## src/rtl/execute_pipe.sv

```systemverilog
// Execute stage for the RV64 Zba core: single-cycle ALU/branch/address ops, a shift-add
// multiplier, and a one-entry output register with valid/ready on both sides.
module execute_pipe #(
    parameter int XLEN       = 64,
    parameter int MUL_STEP   = 4,
    parameter int ENABLE_ZBA = 1
) (
    input  logic            clk,
    input  logic            rst,
    input  logic            in_valid,
    output logic            in_ready,
    input  logic [XLEN-1:0] rs1_data,
    input  logic [XLEN-1:0] rs2_data,
    input  logic [XLEN-1:0] imm_i,
    input  logic [XLEN-1:0] imm_s,
    input  logic [XLEN-1:0] imm_b,
    input  logic [6:0]      opcode,
    input  logic [2:0]      funct3,
    input  logic [6:0]      funct7,
    input  logic [4:0]      rd_in,
    output logic            out_valid,
    input  logic            out_ready,
    output logic [XLEN-1:0] alu_result,
    output logic [XLEN-1:0] store_data,
    output logic [4:0]      rd_out,
    output logic            mem_we,
    output logic            mem_to_reg,
    output logic            rd_we,
    output logic            branch_taken,
    output logic [XLEN-1:0] branch_offset
);
    localparam int MUL_ITERS = XLEN / MUL_STEP;
    localparam int CNT_W     = $clog2(MUL_ITERS) + 1;
    localparam bit ZBA_EN    = (ENABLE_ZBA != 0);
    localparam bit ADDUW_EN  = ZBA_EN && (XLEN == 64);
    localparam logic [XLEN-1:0] LOW32_MASK = XLEN'(64'h0000_0000_FFFF_FFFF);

    localparam logic [6:0] OPC_OP     = 7'b0110011;
    localparam logic [6:0] OPC_OP32   = 7'b0111011;
    localparam logic [6:0] OPC_OPIMM  = 7'b0010011;
    localparam logic [6:0] OPC_LOAD   = 7'b0000011;
    localparam logic [6:0] OPC_STORE  = 7'b0100011;
    localparam logic [6:0] OPC_BRANCH = 7'b1100011;

    typedef enum logic [0:0] {IDLE, MUL_BUSY} state_t;

    state_t            state_reg;
    logic              out_valid_reg;
    logic [XLEN-1:0]   alu_result_reg;
    logic [XLEN-1:0]   store_data_reg;
    logic [4:0]        rd_out_reg;
    logic              mem_we_reg;
    logic              mem_to_reg_reg;
    logic              rd_we_reg;
    logic              branch_taken_reg;
    logic [XLEN-1:0]   branch_offset_reg;

    logic [XLEN-1:0]   mul_mcand_reg;
    logic [XLEN-1:0]   mul_mplier_reg;
    logic [XLEN-1:0]   mul_acc_reg;
    logic [CNT_W-1:0]  mul_count_reg;
    logic [XLEN-1:0]   mul_acc_next;
    logic [XLEN-1:0]   pp_sum;
    logic [XLEN-1:0]   pp [MUL_STEP];

    logic [XLEN-1:0]   dec_result;
    logic              dec_mem_we;
    logic              dec_mem_to_reg;
    logic              dec_rd_we;
    logic              dec_branch;
    logic              dec_is_mul;
    logic              accept;

    assign in_ready = (state_reg == IDLE) && (!out_valid_reg || out_ready);
    assign accept   = in_valid && in_ready;

    // Decode and single-cycle datapath; anything unrecognised falls through as an all-zero bubble.
    always_comb begin
        dec_result     = '0;
        dec_mem_we     = 1'b0;
        dec_mem_to_reg = 1'b0;
        dec_rd_we      = 1'b0;
        dec_branch     = 1'b0;
        dec_is_mul     = 1'b0;
        case (opcode)
            OPC_OP: begin
                case ({funct7, funct3})
                    {7'b0000000, 3'b000}: begin
                        dec_result = rs1_data + rs2_data;
                        dec_rd_we  = 1'b1;
                    end
                    {7'b0000000, 3'b111}: begin
                        dec_result = rs1_data & rs2_data;
                        dec_rd_we  = 1'b1;
                    end
                    {7'b0000000, 3'b110}: begin
                        dec_result = rs1_data | rs2_data;
                        dec_rd_we  = 1'b1;
                    end
                    {7'b0100000, 3'b000}: begin
                        dec_result = rs1_data - rs2_data;
                        dec_rd_we  = 1'b1;
                    end
                    {7'b0010000, 3'b010}: begin
                        if (ZBA_EN) begin
                            dec_result = (rs1_data << 1) + rs2_data;
                            dec_rd_we  = 1'b1;
                        end
                    end
                    {7'b0010000, 3'b100}: begin
                        if (ZBA_EN) begin
                            dec_result = (rs1_data << 2) + rs2_data;
                            dec_rd_we  = 1'b1;
                        end
                    end
                    {7'b0010000, 3'b110}: begin
                        if (ZBA_EN) begin
                            dec_result = (rs1_data << 3) + rs2_data;
                            dec_rd_we  = 1'b1;
                        end
                    end
                    {7'b0000001, 3'b000}: begin
                        dec_is_mul = 1'b1;
                        dec_rd_we  = 1'b1;
                    end
                    default: ;
                endcase
            end
            OPC_OP32: begin
                if (ADDUW_EN && funct7 == 7'b0000100 && funct3 == 3'b000) begin
                    dec_result = (rs1_data & LOW32_MASK) + rs2_data;
                    dec_rd_we  = 1'b1;
                end
            end
            OPC_OPIMM: begin
                if (funct3 == 3'b000) begin
                    dec_result = rs1_data + imm_i;
                    dec_rd_we  = 1'b1;
                end
            end
            OPC_LOAD: begin
                dec_result     = rs1_data + imm_i;
                dec_mem_to_reg = 1'b1;
                dec_rd_we      = 1'b1;
            end
            OPC_STORE: begin
                dec_result = rs1_data + imm_s;
                dec_mem_we = 1'b1;
            end
            OPC_BRANCH: begin
                case (funct3)
                    3'b000:  dec_branch = (rs1_data == rs2_data);
                    3'b001:  dec_branch = (rs1_data != rs2_data);
                    3'b100:  dec_branch = ($signed(rs1_data) < $signed(rs2_data));
                    3'b101:  dec_branch = !($signed(rs1_data) < $signed(rs2_data));
                    default: dec_branch = 1'b0;
                endcase
            end
            default: ;
        endcase
    end

    // One partial product per multiplier bit retired this cycle.
    generate
        for (genvar gi = 0; gi < MUL_STEP; gi++) begin : g_pp
            assign pp[gi] = mul_mplier_reg[gi] ? (mul_mcand_reg << gi) : '0;
        end
    endgenerate

    always_comb begin
        pp_sum = '0;
        for (int i = 0; i < MUL_STEP; i++) begin
            pp_sum = pp_sum + pp[i];
        end
        mul_acc_next = mul_acc_reg + pp_sum;
    end

    always_ff @(posedge clk) begin
        if (rst) begin
            state_reg         <= IDLE;
            out_valid_reg     <= 1'b0;
            alu_result_reg    <= '0;
            store_data_reg    <= '0;
            rd_out_reg        <= '0;
            mem_we_reg        <= 1'b0;
            mem_to_reg_reg    <= 1'b0;
            rd_we_reg         <= 1'b0;
            branch_taken_reg  <= 1'b0;
            branch_offset_reg <= '0;
            mul_mcand_reg     <= '0;
            mul_mplier_reg    <= '0;
            mul_acc_reg       <= '0;
            mul_count_reg     <= '0;
        end else begin
            if (out_valid_reg && out_ready) begin
                out_valid_reg <= 1'b0;
            end
            case (state_reg)
                IDLE: begin
                    if (accept) begin
                        store_data_reg    <= rs2_data;
                        branch_offset_reg <= imm_b;
                        rd_out_reg        <= rd_in;
                        mem_we_reg        <= dec_mem_we;
                        mem_to_reg_reg    <= dec_mem_to_reg;
                        rd_we_reg         <= dec_rd_we;
                        branch_taken_reg  <= dec_branch;
                        if (dec_is_mul) begin
                            // The slot is empty or draining this edge, so the result can land later.
                            state_reg      <= MUL_BUSY;
                            out_valid_reg  <= 1'b0;
                            mul_mcand_reg  <= rs1_data;
                            mul_mplier_reg <= rs2_data;
                            mul_acc_reg    <= '0;
                            mul_count_reg  <= '0;
                        end else begin
                            alu_result_reg <= dec_result;
                            out_valid_reg  <= 1'b1;
                        end
                    end
                end
                MUL_BUSY: begin
                    mul_acc_reg    <= mul_acc_next;
                    mul_mcand_reg  <= mul_mcand_reg << MUL_STEP;
                    mul_mplier_reg <= mul_mplier_reg >> MUL_STEP;
                    mul_count_reg  <= mul_count_reg + CNT_W'(1);
                    if (mul_count_reg == CNT_W'(MUL_ITERS - 1)) begin
                        alu_result_reg <= mul_acc_next;
                        out_valid_reg  <= 1'b1;
                        state_reg      <= IDLE;
                    end
                end
                default: state_reg <= IDLE;
            endcase
        end
    end

    assign out_valid     = out_valid_reg;
    assign alu_result    = alu_result_reg;
    assign store_data    = store_data_reg;
    assign rd_out        = rd_out_reg;
    assign mem_we        = mem_we_reg;
    assign mem_to_reg    = mem_to_reg_reg;
    assign rd_we         = rd_we_reg;
    assign branch_taken  = branch_taken_reg;
    assign branch_offset = branch_offset_reg;
endmodule

```

## config.mk

```make
export PLATFORM = sky130hd
export DESIGN_NAME = execute_pipe
export DESIGN_NICKNAME = d
export VERILOG_FILES = /design/src/rtl/execute_pipe.sv
export SDC_FILE = /design/constraint.sdc
export NUM_CORES = 2
export LEC_CHECK = 0
export CAP_MARGIN = 40
export CELL_PAD_IN_SITES_DETAIL_PLACEMENT = 0
export CELL_PAD_IN_SITES_GLOBAL_PLACEMENT = 1
export CORE_MARGIN = 3
export CORE_UTILIZATION = 45
export CTS_CLUSTER_SIZE = 16
export DETAILED_ROUTE_END_ITERATION = 10
export GPL_TIMING_DRIVEN = 0
export HOLD_SLACK_MARGIN = 0.08
export PLACE_DENSITY = 0.91
export SLEW_MARGIN = 5
export SYNTH_ARGS = -nofsm -noshare
export SYNTH_HDL_FRONTEND = slang
export SYNTH_SLANG_ARGS = --single-unit
```

## constraint.sdc

```tcl
create_clock -name clk -period 11.8 [get_ports clk]
set_input_delay 2.95 -clock clk [delete_from_list [all_inputs] [get_ports clk]]
set_output_delay 2.95 -clock clk [all_outputs]
set_load 0.02 [all_outputs]
```

Word level (Yosys, flattened, before mapping)
Cells that the tools add are included.
{"block": "classes", "n_eq_ne": 24, "n_mux": 43, "magnitude_cmp": 1, "n_bitwise": 3, "add_sub_neg": 13, "reduce_logical": 13}
{"op": "$mux 64", "count": 15}
{"op": "$add 64x64->64", "count": 10}
{"op": "$pmux 64 s2", "count": 4}
{"op": "$pmux 64 s7", "count": 1}
{"op": "$pmux 64 s5", "count": 1}
{"op": "$add 32x64->64", "count": 1}
{"op": "$and 64x64->64", "count": 1}
{"op": "$eq 64x64->1", "count": 1}
{"op": "$lt 64x64->1", "count": 1}
{"op": "$ne 64x64->1", "count": 1}
{"op": "$or 64x64->64", "count": 1}
{"op": "$sub 64x64->64", "count": 1}
{"op": "$eq 10x8->1 const B", "count": 3}
{"op": "$eq 7x6->1 const B", "count": 3}
{"op": "$eq 10x3->1 const B", "count": 2}
{"op": "$mux 1", "count": 15}
{"op": "$eq 10x4->1 const B", "count": 1}
{"op": "$eq 10x9->1 const B", "count": 1}
{"op": "$logic_not 10->1", "count": 1}
{"op": "$mux 5", "count": 2}
{"op": "$pmux 5 s2", "count": 1}
{"op": "$pmux 1 s4", "count": 2}
{"op": "$reduce_or 8->1", "count": 1}
{"op": "$eq 7x2->1 const B", "count": 1}
{"op": "other kinds (17)", "count": 26}
{"block": "word_totals", "in_bits": 346, "ff_bits": 400, "wordCells": 111, "out_inout_bits": 203}

Depth between registers and ports, before layout
{"block": "depth", "word_depth": 7, "depth_mapped": 24, "ltp_nobuf": 22}

Worst setup path after synthesis
OpenSTA, ideal clock, no wires.
{"block": "synth_timing", "path_type": "input-to-output", "start": "in out_ready", "end": "out in_ready", "t_arrival_ps": 3432, "cell_stages": 2, "n_path_buf": 0, "path_slack_ps": 5418, "cell_sequence": "nand2b_1 -> nor2b_1"}
{"block": "synth_via", "elab_chain_cells": 2}
{"item": "start, declared", "line": "22", "text": "input logic out_ready,"}
{"item": "$logic_or 1x1->1", "line": "74", "text": "assign in_ready = (state_reg == IDLE) && (!out_valid_reg || out_ready);"}
{"item": "$logic_and 1x1->1", "line": "74"}
{"item": "end, declared", "line": "11", "text": "output logic in_ready,"}
Every way passes these cells.

Worst setup path after layout
{"block": "layout_timing", "start": "in rs2_data[40]", "end": "reg alu_result_reg[59], in the netlist alu_result[59]"}
{"block": "layout_via", "elab_chain_cells": 6, "elab_cells_between_ends": 12}
{"item": "start, declared", "line": "13", "text": "input logic [XLEN-1:0] rs2_data,"}
{"item": "$add 64x64->64, or another cell as far along", "line": "118", "text": "dec_result = (rs1_data << 3) + rs2_data;"}
{"item": "$pmux 64 s7 or $mux 64 (tied branches)", "line": "87, 130"}
{"item": "$pmux 64 s5 (*)", "line": "85", "text": "case (opcode)"}
{"item": "$mux 64 (*)", "line": "208", "text": "if (dec_is_mul) begin"}
{"item": "$mux 64 (*)", "line": "200", "text": "if (accept) begin"}
{"item": "$pmux 64 s2 (*)", "line": "198", "text": "case (state_reg)"}
{"item": "end signal, assigned", "line": "217", "text": "alu_result_reg <= dec_result;"}
{"item": "end signal, assigned", "line": "228", "text": "alu_result_reg <= mul_acc_next;"}
{"item": "end, declared", "line": "49", "text": "logic [XLEN-1:0] alu_result_reg;"}
Every way passes the cells marked *; elsewhere a longest branch is shown, timed or not. The select of a mux whose other input is x is not followed.
A chain may end at the register's enable or synchronous reset.

==> key figures <==
Outcome
  • Status: finished, final reports clean

Synthesis
  • YS warnings: 0
  • Synth Cell Area: 56810 um^2
  • Synth async-reset ratio: 0
  • Synth cell types: 99
  • Most used DFF post-synth: dfxtp_1
  • Sequential area share after synthesis: 0.1410
  • EDFF count, synth: 0
  • Syn_nets: 9210
  • Avg Synthesized Cell Area: around 7 um^2
  • Cells after Synth: 8107
  • Register bit total from synthesis: 400

Global route
  • First-pass GRT wire length: 440000 um
  • Initial antenna violation count: 12
  • Vias in the first global route: 63.57k
  • Grt ovf: 0
  • Pin count of the biggest net entering global routing: 14
  • GRT Overall Usage: 0.4593

Routing
  • DR iter-0 viols: roughly 9k
  • Residual DRC: 0
  • Vias: between 60k and 70k
  • Final Routed Wirelength: between 300000 and 400000 um
  • DR vias/cell: 6.548
  • DRT antenna net count: 0
  • Drt pass-1 iters: 7
  • Post-DR wirelength/cell: between 30 and 40 um

Clock network
  • CTS Sinks: 400
  • Clock Path Buffers: 3
  • Post-cts resize count: 0
  • Buffer count from post-CTS setup fixing: 0
  • TritonCTS Buffers: 48
  • Hold-fix buffers, CTS: 0
  • CTS tree: built
  • Clock Latency Late Sink: roughly 0.66 ns
  • Htree depth: 2
  • Root Driver: clkbuf_16
  • Clk slew on worst S/H paths: about 0.06 ns

Finish
  • Layout cells sized above 1: 0.03810
  • Synthesis-to-finish area growth: 18.98%
  • Layout Nets: 9940
  • Finished Cell Area: 67590 um^2

Placement
  • I/O Buffers: 545
  • RD Place Congestion: 1.145
  • DP Wirelength: 266600 um
  • Placement Cell Area: 65930 um^2

Worst hold path
  • Worst Hold Class: flop to flop
  • Worst Hold Depth: 2

Timing
  • Final TNS setup: 0 ns
  • Worst-Margin Slew: roughly 1.2 ns
  • RSZ-0062 raised after global routing: no
  • Slew HR: 0.2054
  • Part of the cycle the worst path needs: 0.7358
  • Final Hold Vio Count: 0
  • Final setup viols: 0
  • Fin. max-slew vios: 0
  • Layout Skew: ~0.022 ns
  • Final Hold Slack: 0.4523 ns
  • Achievable Freq: 0.1152 GHz
  • Tmin final: 8.683 ns

Power and ir drop
  • Pwr/cell area: 80.55 nW/um^2
  • Max VDD drop: 111.1 uV
  • Leakage power: between 20 and 30 nW
  • Sw Share: 0.4309
  • Sequential share of power: 0.261
  • Clk pwr share: 0.288
  • Internal power: 3.099 mW
  • P_sw: approximately 2.3 mW
  • Combinational power share: 0.451

Floorplan
  • Starting density of the core: 0.4565
  • Chip height: 361.3 um
  • Top Ports: 549
  • Core footprint: 124400 um^2
  • Die X: ~360 um
  • Die ar.: 130500 um^2
  • FP Rows: ~130

Critical path
  • CP Capture Type: flop
  • Reg2Reg Depth: 26
  • Worst-path fanout max: 10
  • Critical path required time: roughly 12 ns
  • Worst Path Arrival: ~9.2 ns
  • WS Path Type: primary input to flop
  • Crit path launch type: primary input

Flow run
  • Number of max-cap violations: 0
## critical path, cell delays in order
cell             delay, ns
clkdlybuf4s50_1       0.94
inv_1                 0.29
ha_1                  0.40
clkbuf_1              0.46
inv_1                 0.28
a21oi_1               0.25
o31ai_1               0.20
a2111oi_0             0.76
nand4_1               0.46
nand2_1               0.29
nor2_1                0.08
o21ai_0               0.15
a21oi_1               0.16
a2111oi_0             0.93
buf_2                 0.30
a211o_1               0.19
a311oi_1              0.10
## logic make-up after synthesis
kind of cell    count (synthesis)  share of synthesized area
compound gates               2759                     0.3122
fa+ha+maj                     757                     0.1920
mux                            31                   0.005572
flops                         400                     0.1410
xor+xnor                      418                    0.06445
buf+inv                      1141                    0.07636
simple gates                 2601                     0.2085
## placed cells by master, fill, tap and decap left out, types with 80 or more instances in the layout
master	synthesis	routed
o21ai_0	394	393
inv_1	670	670
ha_1	566	566
o21bai_1	95	95
a31oi_1	87	87
xnor2_1	286	286
nor2_1	528	525
a221oi_1	91	91
a21o_1	223	223
and2_1	118	118
nand4_1	144	144
a22oi_1	146	146
a21oi_1	979	979
nand3_1	147	147
fa_1	191	191
dfxtp_1	400	400
clkdlybuf4s50_1	0	545
nand2_1	1166	1166
nor3_1	138	137
xor2_1	132	132
clkbuf_1	402	399
a211oi_1	80	80
## power groups by stage
| stage | combinational [mW] | sequential (mW) | clock (mW) |
|---|---|---|---|
| after floorplan | 1.34 | 1.48 | 0 |
| after global placement | 2.29 | 1.44 | 0 |
| after detailed placement | 2.32 | 1.45 | 0 |
| after CTS | 2.33 | 1.42 | 1.58 |
| after global routing | 2.56 | 1.42 | 1.63 |
| final | 2.46 | 1.42 | 1.57 |
## metrics by stage
step | util | std cells | worst slack [ns] | power, mW
after floorplan | - | 8107 | 5.418 | 2.826
after global placement | 0.5168 | 10290 | 1.229 | 3.732
after detailed placement | 0.5298 | 10420 | 2.878 | 3.764
after CTS | 0.5426 | 10500 | 3.559 | 5.324
after global routing | 0.5430 | 10510 | 3.206 | 5.610
final | 0.5432 | 10520 | 3.117 | 5.444
## synthesized netlist by cell type, drive strengths merged, types with 62 or more instances
library cell,n,area [um^2]
nand2,1167,4388
a21oi,981,4917
inv,676,2537
ha,566,7082
nor2,528,1982
o21ai,441,2211
clkbuf,402,1509
dfxtp,400,8008
xnor2,286,2505
a21o,223,1674
fa,191,3824
nand3,147,735.7
a22oi,146,1096
nand4,145,922.1
nor3,139,700.7
xor2,132,1156
and2,118,738.2
o21bai,95,713.2
a221oi,94,842.1
a31oi,88,556.8
a211oi,84,650.6
o31ai,69,518.0
o221ai,65,569.3
nor4,63,406.6
buf,62,287.8
o211ai,62,465.5
## metal layers
| layer | track usage | up-vias | wire length (um) |
|---|---|---|---|
| met3 | 0.1542 | 1000 | 44290 |
| met4 | 0.2743 | 14 | 24310 |
| li1 | - | 30440 | - |
| met2 | 0.6646 | 4479 | 126700 |
| met5 | 0 | - | 90 |
| met1 | 0.5906 | 32930 | 121300 |
## layout make-up
class,instances,area (um^2)
multi-input combinational,6566,44490
fill,12340,56850
clock buffer,64,1361
clock inverter,20,235.2
sequential,400,8008
inverter,677,2541
tap,1637,2048
antenna,10,25.02
timing repair buffer,680,7078
buffer,464,1808
## path summary, 6_finish.rpt
check	from	end	slack (ns)
worst max-delay path	rs2_data[40]	alu_result[59]	3.12
worst min-delay path	mul_acc_reg[8]	mul_acc_reg[8]	0.45
worst max register to register	mul_mplier_reg[2]	alu_result[57]	4.27
worst min register to register	mul_acc_reg[8]	mul_acc_reg[8]	0.45
Note: power is estimated with default switching activity, not from simulation.
